File: src/rtl/seq_alu.sv
// seq_alu: multi-cycle ALU with a valid/ready request side and a valid/ready result side.
// ADD, SUB, RESET and unlisted codes complete in one cycle.
// MUL, COUNT_ONES and LEADING_ONES iterate one bit per cycle.
// Optional build macro SEQ_ALU_EARLY_EXIT_EN: LEADING_ONES stops at the first 0 bit it examines.

package types_pkg;
    typedef enum logic [2:0] {
        RESET        = 3'd0,
        ADD          = 3'd1,
        SUB          = 3'd2,
        MUL          = 3'd3,
        LEADING_ONES = 3'd4,
        COUNT_ONES   = 3'd5
    } opr_mode_t;
endpackage

module seq_alu
    import types_pkg::*;
#(
    parameter int BITS = 16
) (
    input  logic            clk,
    input  logic            rst,
    input  opr_mode_t       SELECTOR,
    input  logic [BITS-1:0] SW,
    input  logic            in_valid,
    output logic            in_ready,
    output logic [BITS-1:0] LED,
    output logic            out_valid,
    input  logic            out_ready
);

    localparam int HALF = BITS / 2;
    localparam int CW   = $clog2(BITS);

    typedef enum logic [1:0] {IDLE, BUSY, DONE} state_t;

    state_t          state;
    opr_mode_t       op;
    logic [BITS-1:0] opnd;
    logic [BITS-1:0] mcand;
    logic [BITS-1:0] acc;
    logic [CW-1:0]   cnt;
    logic [CW-1:0]   limit;
    logic            halt;

    logic [BITS-1:0] lh_ext;
    logic [BITS-1:0] rh_ext;
    logic [BITS-1:0] quick;
    logic            multi;
    logic [BITS-1:0] acc_next;
    logic            stop_now;
    logic            last;
    logic            finish;

    assign in_ready  = (state == IDLE);
    assign out_valid = (state == DONE);

    // Operand halves and the single-cycle results, computed straight from the request inputs.
    always_comb begin
        lh_ext = {{(BITS-HALF){1'b0}}, SW[BITS-1:HALF]};
        rh_ext = {{(BITS-HALF){1'b0}}, SW[HALF-1:0]};
        quick  = '0;
        multi  = 1'b0;
        case (SELECTOR)
            ADD:          quick = lh_ext + rh_ext;
            SUB:          quick = lh_ext - rh_ext;
            MUL:          multi = 1'b1;
            LEADING_ONES: multi = 1'b1;
            COUNT_ONES:   multi = 1'b1;
            default:      quick = '0;
        endcase
    end

    // One iteration step of the captured operation; the last step is written straight to LED.
    always_comb begin
        acc_next = acc;
        stop_now = 1'b0;
        case (op)
            MUL: begin
                if (opnd[0]) begin
                    acc_next = acc + mcand;
                end
            end
            COUNT_ONES: begin
                acc_next = acc + {{(BITS-1){1'b0}}, opnd[0]};
            end
            LEADING_ONES: begin
                if (!halt && opnd[BITS-1]) begin
                    acc_next = acc + BITS'(1);
                end
                stop_now = !opnd[BITS-1];
            end
            default: acc_next = acc;
        endcase
    end

    assign last = (cnt == limit);
`ifdef SEQ_ALU_EARLY_EXIT_EN
    assign finish = last || stop_now;
`else
    assign finish = last;
`endif

    // Control FSM and datapath registers; a reset aborts any operation in flight.
    always_ff @(posedge clk or posedge rst) begin
        if (rst) begin
            state <= IDLE;
            op    <= RESET;
            opnd  <= '0;
            mcand <= '0;
            acc   <= '0;
            cnt   <= '0;
            limit <= '0;
            halt  <= 1'b0;
            LED   <= '0;
        end else begin
            case (state)
                IDLE: begin
                    if (in_valid) begin
                        op    <= SELECTOR;
                        cnt   <= '0;
                        acc   <= '0;
                        halt  <= 1'b0;
                        mcand <= lh_ext;
                        opnd  <= (SELECTOR == MUL) ? rh_ext : SW;
                        limit <= (SELECTOR == MUL) ? CW'(HALF-1) : CW'(BITS-1);
                        if (multi) begin
                            state <= BUSY;
                        end else begin
                            LED   <= quick;
                            state <= DONE;
                        end
                    end
                end
                BUSY: begin
                    acc  <= acc_next;
                    cnt  <= cnt + CW'(1);
                    halt <= halt | stop_now;
                    if (op == LEADING_ONES) begin
                        opnd <= opnd << 1;
                    end else begin
                        opnd <= opnd >> 1;
                    end
                    mcand <= mcand << 1;
                    if (finish) begin
                        LED   <= acc_next;
                        state <= DONE;
                    end
                end
                DONE: begin
                    if (out_ready) begin
                        state <= IDLE;
                    end
                end
                default: state <= IDLE;
            endcase
        end
    end

endmodule

File: config.mk
export PLATFORM = sky130hd
export DESIGN_NAME = seq_alu
export DESIGN_NICKNAME = d
export VERILOG_FILES = /design/src/rtl/seq_alu.sv
export SDC_FILE = /design/constraint.sdc
export NUM_CORES = 1
export LEC_CHECK = 0
export CAP_MARGIN = 20
export CORE_ASPECT_RATIO = 1.2
export CORE_UTILIZATION = 59
export DETAILED_ROUTE_END_ITERATION = 10
export MAX_ROUTING_LAYER = met4
export PLACE_DENSITY = 0.8
export SYNTH_ARGS = -nofsm -noshare
export SYNTH_HDL_FRONTEND = slang
export SYNTH_SLANG_ARGS = --single-unit
File: constraint.sdc
create_clock -name clk -period 4 [get_ports clk]
set_input_delay 0.6 -clock clk [delete_from_list [all_inputs] [get_ports clk]]
set_output_delay 0.6 -clock clk [all_outputs]
set_load 0.05 [all_outputs]
# After elaboration in Yosys (flattened, before gate mapping)
# Cells that the tools add are included.
# op_classes
add_sub_neg,6
n_mul,0
n_div,0
order_cmp,0
eq_ne,15
shifts,0
mux,28
bitwise,1
reduce_logical,10
# ops
op,count
$mux 16,10
$pmux 16 s2,5
$pmux 16 s3,1
$add 16x1->16,1
$add 16x1->16 const B,1
$add 16x16->16,1
$eq 3x3->1 const B,4
$add 8x8->9,1
$eq 3x2->1 const B,3
$sub 8x8->9,1
$mux 2,4
$mux 4,2
$pmux 4 s2,1
$ne 2x2->1 const B,3
$pmux 2 s3,1
$add 4x1->4 const B,1
$eq 4x4->1,1
$reduce_and 2->1,2
$reduce_and 4->1,1
$eq 3x1->1 const B,1
$mux 1,3
$reduce_and 3->1,1
$reduce_or 3->1,1
$eq 2x1->1 const B,1
other kinds (8),9
# word_totals
regBits,78
latchBits,0
ramBits,0
romBits,0
inputBits,23
output_inout_bits,18
wordCells,69
n_memories,0

# Logic depth before layout (Yosys ltp)
# Gate-level depths: netlist of the first run.
# depth
depth_word,6
ltp_mapped,10
ltp_nobuf,10

# Worst setup path after synthesis of the first run
# OpenSTA, ideal clock, no wires.
# synth_timing
path_type,register -> register
start,register state[0]
end,register LED[10]
setup_ns,0.123
arrival_time_ns,2.429
required_time_ns,3.877
slack_ns,1.448
stages_incl_launch_ff,8
n_path_buf,1
synth_period_minus_slack_ns,2.552
cell_sequence,dfrtp_1 > clkbuf_1 > nor2_1 > nand2_1 > o22ai_2 > o211a_1 > o211ai_1 > o221a_2
# synth_via
elab_chain_len,3
elab_cells_between_ends,8
classes_between,eq/ne: 4; mux: 1; reduce/logical: 3
# synth_lines
item,line,text
from (decl),38,state_t state;
from (signal assigned),108,state <= IDLE;
from (signal assigned),129,state <= BUSY;
from (signal assigned),132,state <= DONE;
$logic_not 2->1 *,-,
via in_ready,27,"output logic in_ready,"
$ne 2x2->1 (no source line) or $reduce_bool 2->1 (tied branches),-,
$reduce_and 4->1 (no source line),-,
to (signal assigned),131,LED <= quick;
to (signal assigned),147,LED <= acc_next;
to (decl),28,"output logic [BITS-1:0] LED,"
# The timed path passes the listed nets; every way through them passes the cells marked *.
# A chain may end at the register's enable or synchronous reset.

# Worst setup path in the final report of the first run
# layout_timing
start,input SW[8]
end,register LED[10]
# layout_via
elab_chain_len,5
# layout_lines
item,line,text
from (decl),25,"input logic [BITS-1:0] SW,"
$sub 8x8->9,67,SUB: quick = lh_ext - rh_ext;
$pmux 16 s2,65,case (SELECTOR)
$mux 16,128,if (multi) begin
$mux 16,120,if (in_valid) begin
$pmux 16 s2,118,case (state)
# No other way between the ends. The select of a mux whose other input is x is not followed.

==> results of run 1 <==
## area by class of cell
cell class	instances	area (um2)	share of cell area
repair buffers	49	480	0.0772
clock inverters	4	52.6	0.00845
clock buffers	10	128	0.0205
well taps	120	150	0.0241
flip-flops and latches	76	1900	0.306
inverters	28	105	0.0169
multi-input cells	546	3400	0.547
## critical path: cells and delay by family
kind | cells | cell delay, ns
compound gates | 6 | 1.19
fa+ha+maj | 2 | 0.61
buf+inv | 2 | 0.56
simple gates | 1 | 0.12
## synthesized netlist by cell type (4+ instances only)
cell	n
nand2_1	123
dfrtp_1	76
nor2_1	62
a21oi_1	45
o21ai_0	44
ha_1	35
a31oi_1	30
clkbuf_1	28
inv_1	28
xnor2_1	13
nand2b_1	12
a21o_1	10
a22o_1	10
nand3_1	10
o22a_1	9
and3_1	8
nor2b_1	8
o211ai_1	8
a32oi_1	7
nand4_1	7
nor3_1	7
a211oi_1	6
nor4_1	6
xor2_1	6
mux2i_1	4
o22ai_1	4
o31ai_1	4
## kinds of logic after synthesis
kind of cell,synth area share
multiplexers,0.0119
XOR/XNOR,0.0298
buffers and inverters,0.0513
AO/OA/AOI/OAI,0.261
flip-flops,0.340
AND/OR/NAND/NOR,0.217
adder cells (fa/ha/maj),0.0891
## power groups by stage
stage / Sequential [mW] / Combinational (mW) / Clock [mW]
after detailed placement: 1.38 / 2.02 / 0
after CTS: 1.37 / 2.03 / 0.584
after global routing: 1.42 / 2.24 / 0.609
after global placement: 1.36 / 1.97 / 0
final: 1.37 / 2.05 / 0.574
after floorplan: 1.52 / 1.29 / 0
## layer usage
metal / track usage / vias up
met3: 0.0558 / 57
met4: 0.219 / 0
li1: - / 2537
met2: 0.563 / 222
met1: 0.420 / 2511
met5: - / -
## state kept, by name, summed over array words and instances, names as in the netlist
signal / cells
acc: 16
cnt: 4
state: 2
op: 3
mcand: 16
opnd: 16
limit: 2
LED: 16
halt: 1
## stage by stage
step                utilization  instances  total power, mW  hold WS (ns)
finish                    0.682        833             3.99         0.474
global route              0.682        833             4.27         0.487
CTS                       0.679        831             3.98         0.501
detailed placement        0.659        817             3.40         0.479
global placement          0.659        817             3.34         0.473
floorplan                     -        687             2.82         0.457
## worst min-delay path by stage
stage,from,slack [ns],endpoint
2_1_floorplan,limit[2]$_DFFE_PP0P_,0.46,limit[2]$_DFFE_PP0P_
3_3_place_gp,limit[2]$_DFFE_PP0P_,0.47,limit[2]$_DFFE_PP0P_
3_5_place_dp,limit[2]$_DFFE_PP0P_,0.48,limit[2]$_DFFE_PP0P_
4_1_cts,limit[2]$_DFFE_PP0P_,0.50,limit[2]$_DFFE_PP0P_
5_1_grt,rst,0.49,mcand[11]$_DFFE_PP0P_
6_report,rst,0.47,mcand[11]$_DFFE_PP0P_
==> results.tsv, run 1 <==
metric	value	unit
root buffer selected by CTS	clkbuf_8	
die width	90.9	um
worst setup margin	1.16	ns
Slowest cell on crit path	clkdlybuf4s50_1	
Post-synth EDFFs	0	
FF-to-FF End	LED[12]$_DFFE_PP0P_	
Post-layout nets	771	
number of global-route vias before repair	5119	
Initial DRC Count	398	
Seq pwr share	0.344	
Yosys top cell by area	dfrtp_1	
Post-CTS Setup Repair Bufs	0	
first-pass GRT wire length	25900	um
antenna violations before repair	0	
WP data arrival	3.10	ns
top sig layer	met4	
Int Pwr	2.07	mW
Die Span Y	109	um
most frequent cells in the layout	nand2_1, dfrtp_1, nor2_1	
Initial Util	0.612	
max frequency	0.353	GHz
Critical Path Source	SW[8]	
CP Capture Type	flip-flop	
Fin. Hold Viols	0	
Leakage	2.83	nW
Synth warnings	0	
H-tree Lvls	3	
Die Footprint	9870	um2
Worst Tran Pin Value	0.878	ns
crit path max fanout	7	
I/O pin total	41	
HPWL Detailed	11900	um
global route overflow	0	
TritonCTS clock tree	done	
Clock Latency Late Sink	0.37	ns
Post-Layout Inst Area	6220	um2
PD cells	642	nW/um2
ANT cells	0	
crit path to	LED[10]$_DFFE_PP0P_	
status	completed	
Final ANT Viol Nets	0	
Syn Nets	748	
IO Port Bufs	40	
unrepaired setup endpoints after global routing	false	
FF+latch count, synth	76	
Post-Syn Area	5590	um2
sequential fraction of the synthesis area	0.340	
gr usage total	0.352	
gpl congestion	0.966	
DRT Wirelength	16000	um
biggest cell delay along the critical path	0.50	ns
Worst Path Required	4.26	ns
HP Class	input pin to async pin	
Worst Setup Path Type	input pin to flip-flop	
maximum vdd ir drop	0.623	mV
WL met3	847	um
Synth Instances	687	
final worst path period need	2.84	ns
drt first pass iters	6	
routed wl met2	7610	um
hold buffers post-CTS	0	
Vias	5327	
final setup TNS	0	ns
largest net degree at the start of global routing	53	
Reg2Reg Depth	10	
Area growth syn-to-layout	11.3	%
Psw	1.92	mW
largest cells by area after synthesis	dfrtp_1, nand2_1, ha_1, nor2_1, a21oi_1	
pre-CTS WS	0.811	ns
core region area	9130	um2
Clock Tree Buf Depth	2	
max-cap viol count	0	
synth unique cells	74	
row count	38	
filler instances	794	
Final period util	0.709	
WL met1	6590	um
layout cells sized above 1	0.0547	
Post-route DRC	0	
WL/cell	19.2	um
cts bufs inserted	9	
Resized Gates After CTS	0	
max-slew violations	0	
placed instance area	6010	um2
setup slack, reg-to-reg	1.22	ns
startpoint of the worst-slack reg-to-reg timing path	acc[0]$_DFFE_PP0P_	
vias per inst	6.39	
CP startpoint kind	input pin	
CTS sink cnt	76	
Setup Viol. Count Final	0	
Async S/R FF share, synth	1.00	
Reg clk slew, reported paths	0.08	ns
Synth Flop Type	dfrtp_1	
syn_area_per_cell	8.14	um2
combinational share of power	0.512	
relative slew slack	0.415	
switch share	0.482	
commonest non-fill, non-tap cell in the layout	nand2_1	
crit path cell chain	clkdlybuf4s50_1 -> inv_1 -> ha_1 -> fa_1 -> nor2b_1 -> o21ai_0 -> a21oi_1 -> o21a_1 -> o211a_1 -> o211ai_1 -> o221a_2	
Final Skew	0.0141	ns
post-synth top area share	0.340	
Clock power frac	0.144	
No activity file was read; power rests on OpenSTA's default activity.
==> inputs of run 2 (changes only) <==
Clock period 4 ns to 2.75 ns, I/O delays scaled along.
==> run 2 against run 1 <==
  * Setup slack worse by 1.0 ns
  * Sequential power is 36% higher
  * Largest power group unchanged
  * Clock power grew 40%
  * Hold slack got worse by 0.016 ns
  * Critical endpoint is now LED[12]$_DFFE_PP0P_
  * Count of clock-buffer cells in the layout up 2
  * Register-to-register slack worse by 1.1 ns
  * Combinational power increased by 63%
==> results.tsv, run 2 (synthesis results as in run 1) <==
metric	value	unit
Final Skew	0.0198	ns
gpl congestion	0.948	
IO Port Bufs	40	
vias per inst	6.28	
core region area	9130	um2
final worst path period need	2.59	ns
unrepaired setup endpoints after global routing	false	
CP Capture Type	flip-flop	
Initial DRC Count	450	
Area growth syn-to-layout	17.1	%
HPWL Detailed	12600	um
Post-route DRC	0	
I/O pin total	41	
Setup Viol. Count Final	0	
Slowest cell on crit path	dfrtp_1	
die width	90.9	um
Fin. Hold Viols	0	
cts bufs inserted	9	
number of global-route vias before repair	5261	
Post-Layout Inst Area	6550	um2
first-pass GRT wire length	26300	um
largest net degree at the start of global routing	77	
Clock Latency Late Sink	0.36	ns
Register Area	1900	um2
global route overflow	0	
max-cap viol count	0	
TritonCTS clock tree	done	
most frequent cells in the layout	nand2_1, dfrtp_1, nor2_1	
status	completed	
Reg clk slew, reported paths	0.09	ns
maximum vdd ir drop	0.867	mV
Initial Util	0.612	
crit path max fanout	3	
Leakage	3.02	nW
Clock Tree Buf Depth	2	
crit path cell chain	ha_1 -> inv_1 -> fa_1 -> nor2b_1 -> o21ai_0 -> a21oi_2 -> nor3b_1 -> and3_1 -> o31ai_2 -> buf_4 -> a21oi_1	
CP startpoint kind	flip-flop	
Final period util	0.942	
WL/cell	18.8	um
antenna violations before repair	0	
HP Class	input pin to async pin	
Final ANT Viol Nets	0	
placed instance area	6340	um2
CTS sink cnt	76	
Post-layout nets	811	
final core area utilization	0.717	
root buffer selected by CTS	clkbuf_8	
Die Footprint	9870	um2
max-slew violations	0	
WP data arrival	2.83	ns
gr usage total	0.357	
Vias	5493	
commonest non-fill, non-tap cell in the layout	nand2_1	
filler instances	742	
ANT cells	0	
Die Span Y	109	um
PD cells	919	nW/um2
layout cells sized above 1	0.114	
Worst Setup Path Type	flip-flop to flip-flop	
biggest cell delay along the critical path	0.41	ns
row count	38	
Post-CTS Setup Repair Bufs	0	
Worst Tran Pin Value	0.935	ns
H-tree Lvls	3	
Worst Path Required	2.99	ns
DRT Wirelength	16500	um
relative slew slack	0.377	
Multi-input gate area	3430	um2
max frequency	0.386	GHz
drt first pass iters	5	
==> run 2: cell count changes in the layout (fill, tap and decap cells not counted), sizes merged <==
cell / before / now
buf: 9 / 49
bufinv: 1 / 0
clkbuf: 10 / 12
clkinv: 3 / 0
clkinvlp: 0 / 2
inv: 28 / 30
==> run 2: final cells by class <==
type / count / area share
clock inverter: 4 / 0.00497
inverter: 28 / 0.0160
tap: 120 / 0.0229
clock buffer: 12 / 0.0222
sequential: 76 / 0.290
multi-input combinational: 546 / 0.524
timing repair buffer: 89 / 0.119
==> run 2: power breakdown <==
| part | switching [mW] | internal (mW) | total [mW] |
|---|---|---|---|
| registers | 0.348 | 1.52 | 1.87 |
| clock network | 0.441 | 0.360 | 0.801 |
| logic | 2.11 | 1.24 | 3.35 |
==> run 2: worst paths after layout <==
check                                      from               endpoint  slack [ns]  depth (start not counted)
min in group clk           limit[3]$_DFFE_PP0P_   limit[3]$_DFFE_PP0P_        0.51                          2
hold / removal                              rst  mcand[13]$_DFFE_PP0P_        0.46                          3
hold reg to reg            limit[3]$_DFFE_PP0P_   limit[3]$_DFFE_PP0P_        0.51                          2
max in group asynchronous                   rst      op[2]$_DFFE_PP0P_        1.98                          3
setup reg to reg           mcand[0]$_DFFE_PP0P_    LED[12]$_DFFE_PP0P_        0.16                         11
setup / recovery           mcand[0]$_DFFE_PP0P_    LED[12]$_DFFE_PP0P_        0.16                         11
==> run 2: worst max-delay path: cells and delay by family, from the launching register on <==
family                   cells  cell delay (ns)
flip-flops                   1             0.41
buffers and inverters        2             0.24
AND/OR/NAND/NOR              3             0.46
adder cells (fa/ha/maj)      2             0.64
AO/OA/AOI/OAI                4             0.70
==> run 2: layer usage <==
layer / wire length (um) / vias up / share of wire / global-route usage
li1: - / 2611 / - / -
met1: 6630 / 2574 / 0.40 / 0.414
met2: 7810 / 250 / 0.47 / 0.583
met4: 1160 / 0 / 0.070 / 0.262
met3: 893 / 58 / 0.054 / 0.0363
met5: 0 / - / 0 / -
==> run 2: metrics by stage <==
| stage | power (mW) | worst slack, ns | instances | hold WS [ns] | setup TNS [ns] |
|---|---|---|---|---|---|
| 2_1_floorplan | 4.10 | 0.198 | 687 | 0.457 | 0 |
| 3_3_place_gp | 5.07 | -0.0309 | 859 | 0.473 | -0.108 |
| 3_5_place_dp | 5.17 | -0.141 | 859 | 0.486 | -0.733 |
| 4_1_cts | 5.97 | 0.0661 | 875 | 0.470 | 0 |
| 5_1_grt | 6.39 | 0.00402 | 875 | 0.486 | 0 |
| 6_report | 6.02 | 0.160 | 875 | 0.458 | 0 |
==> run 2: timing repair <==
action / in CTS / in global routing
gates resized for setup: 0 / 7
hold buffers: 0 / 0
setup endpoints to repair: 0 / 6
hold endpoints to repair: 0 / 0
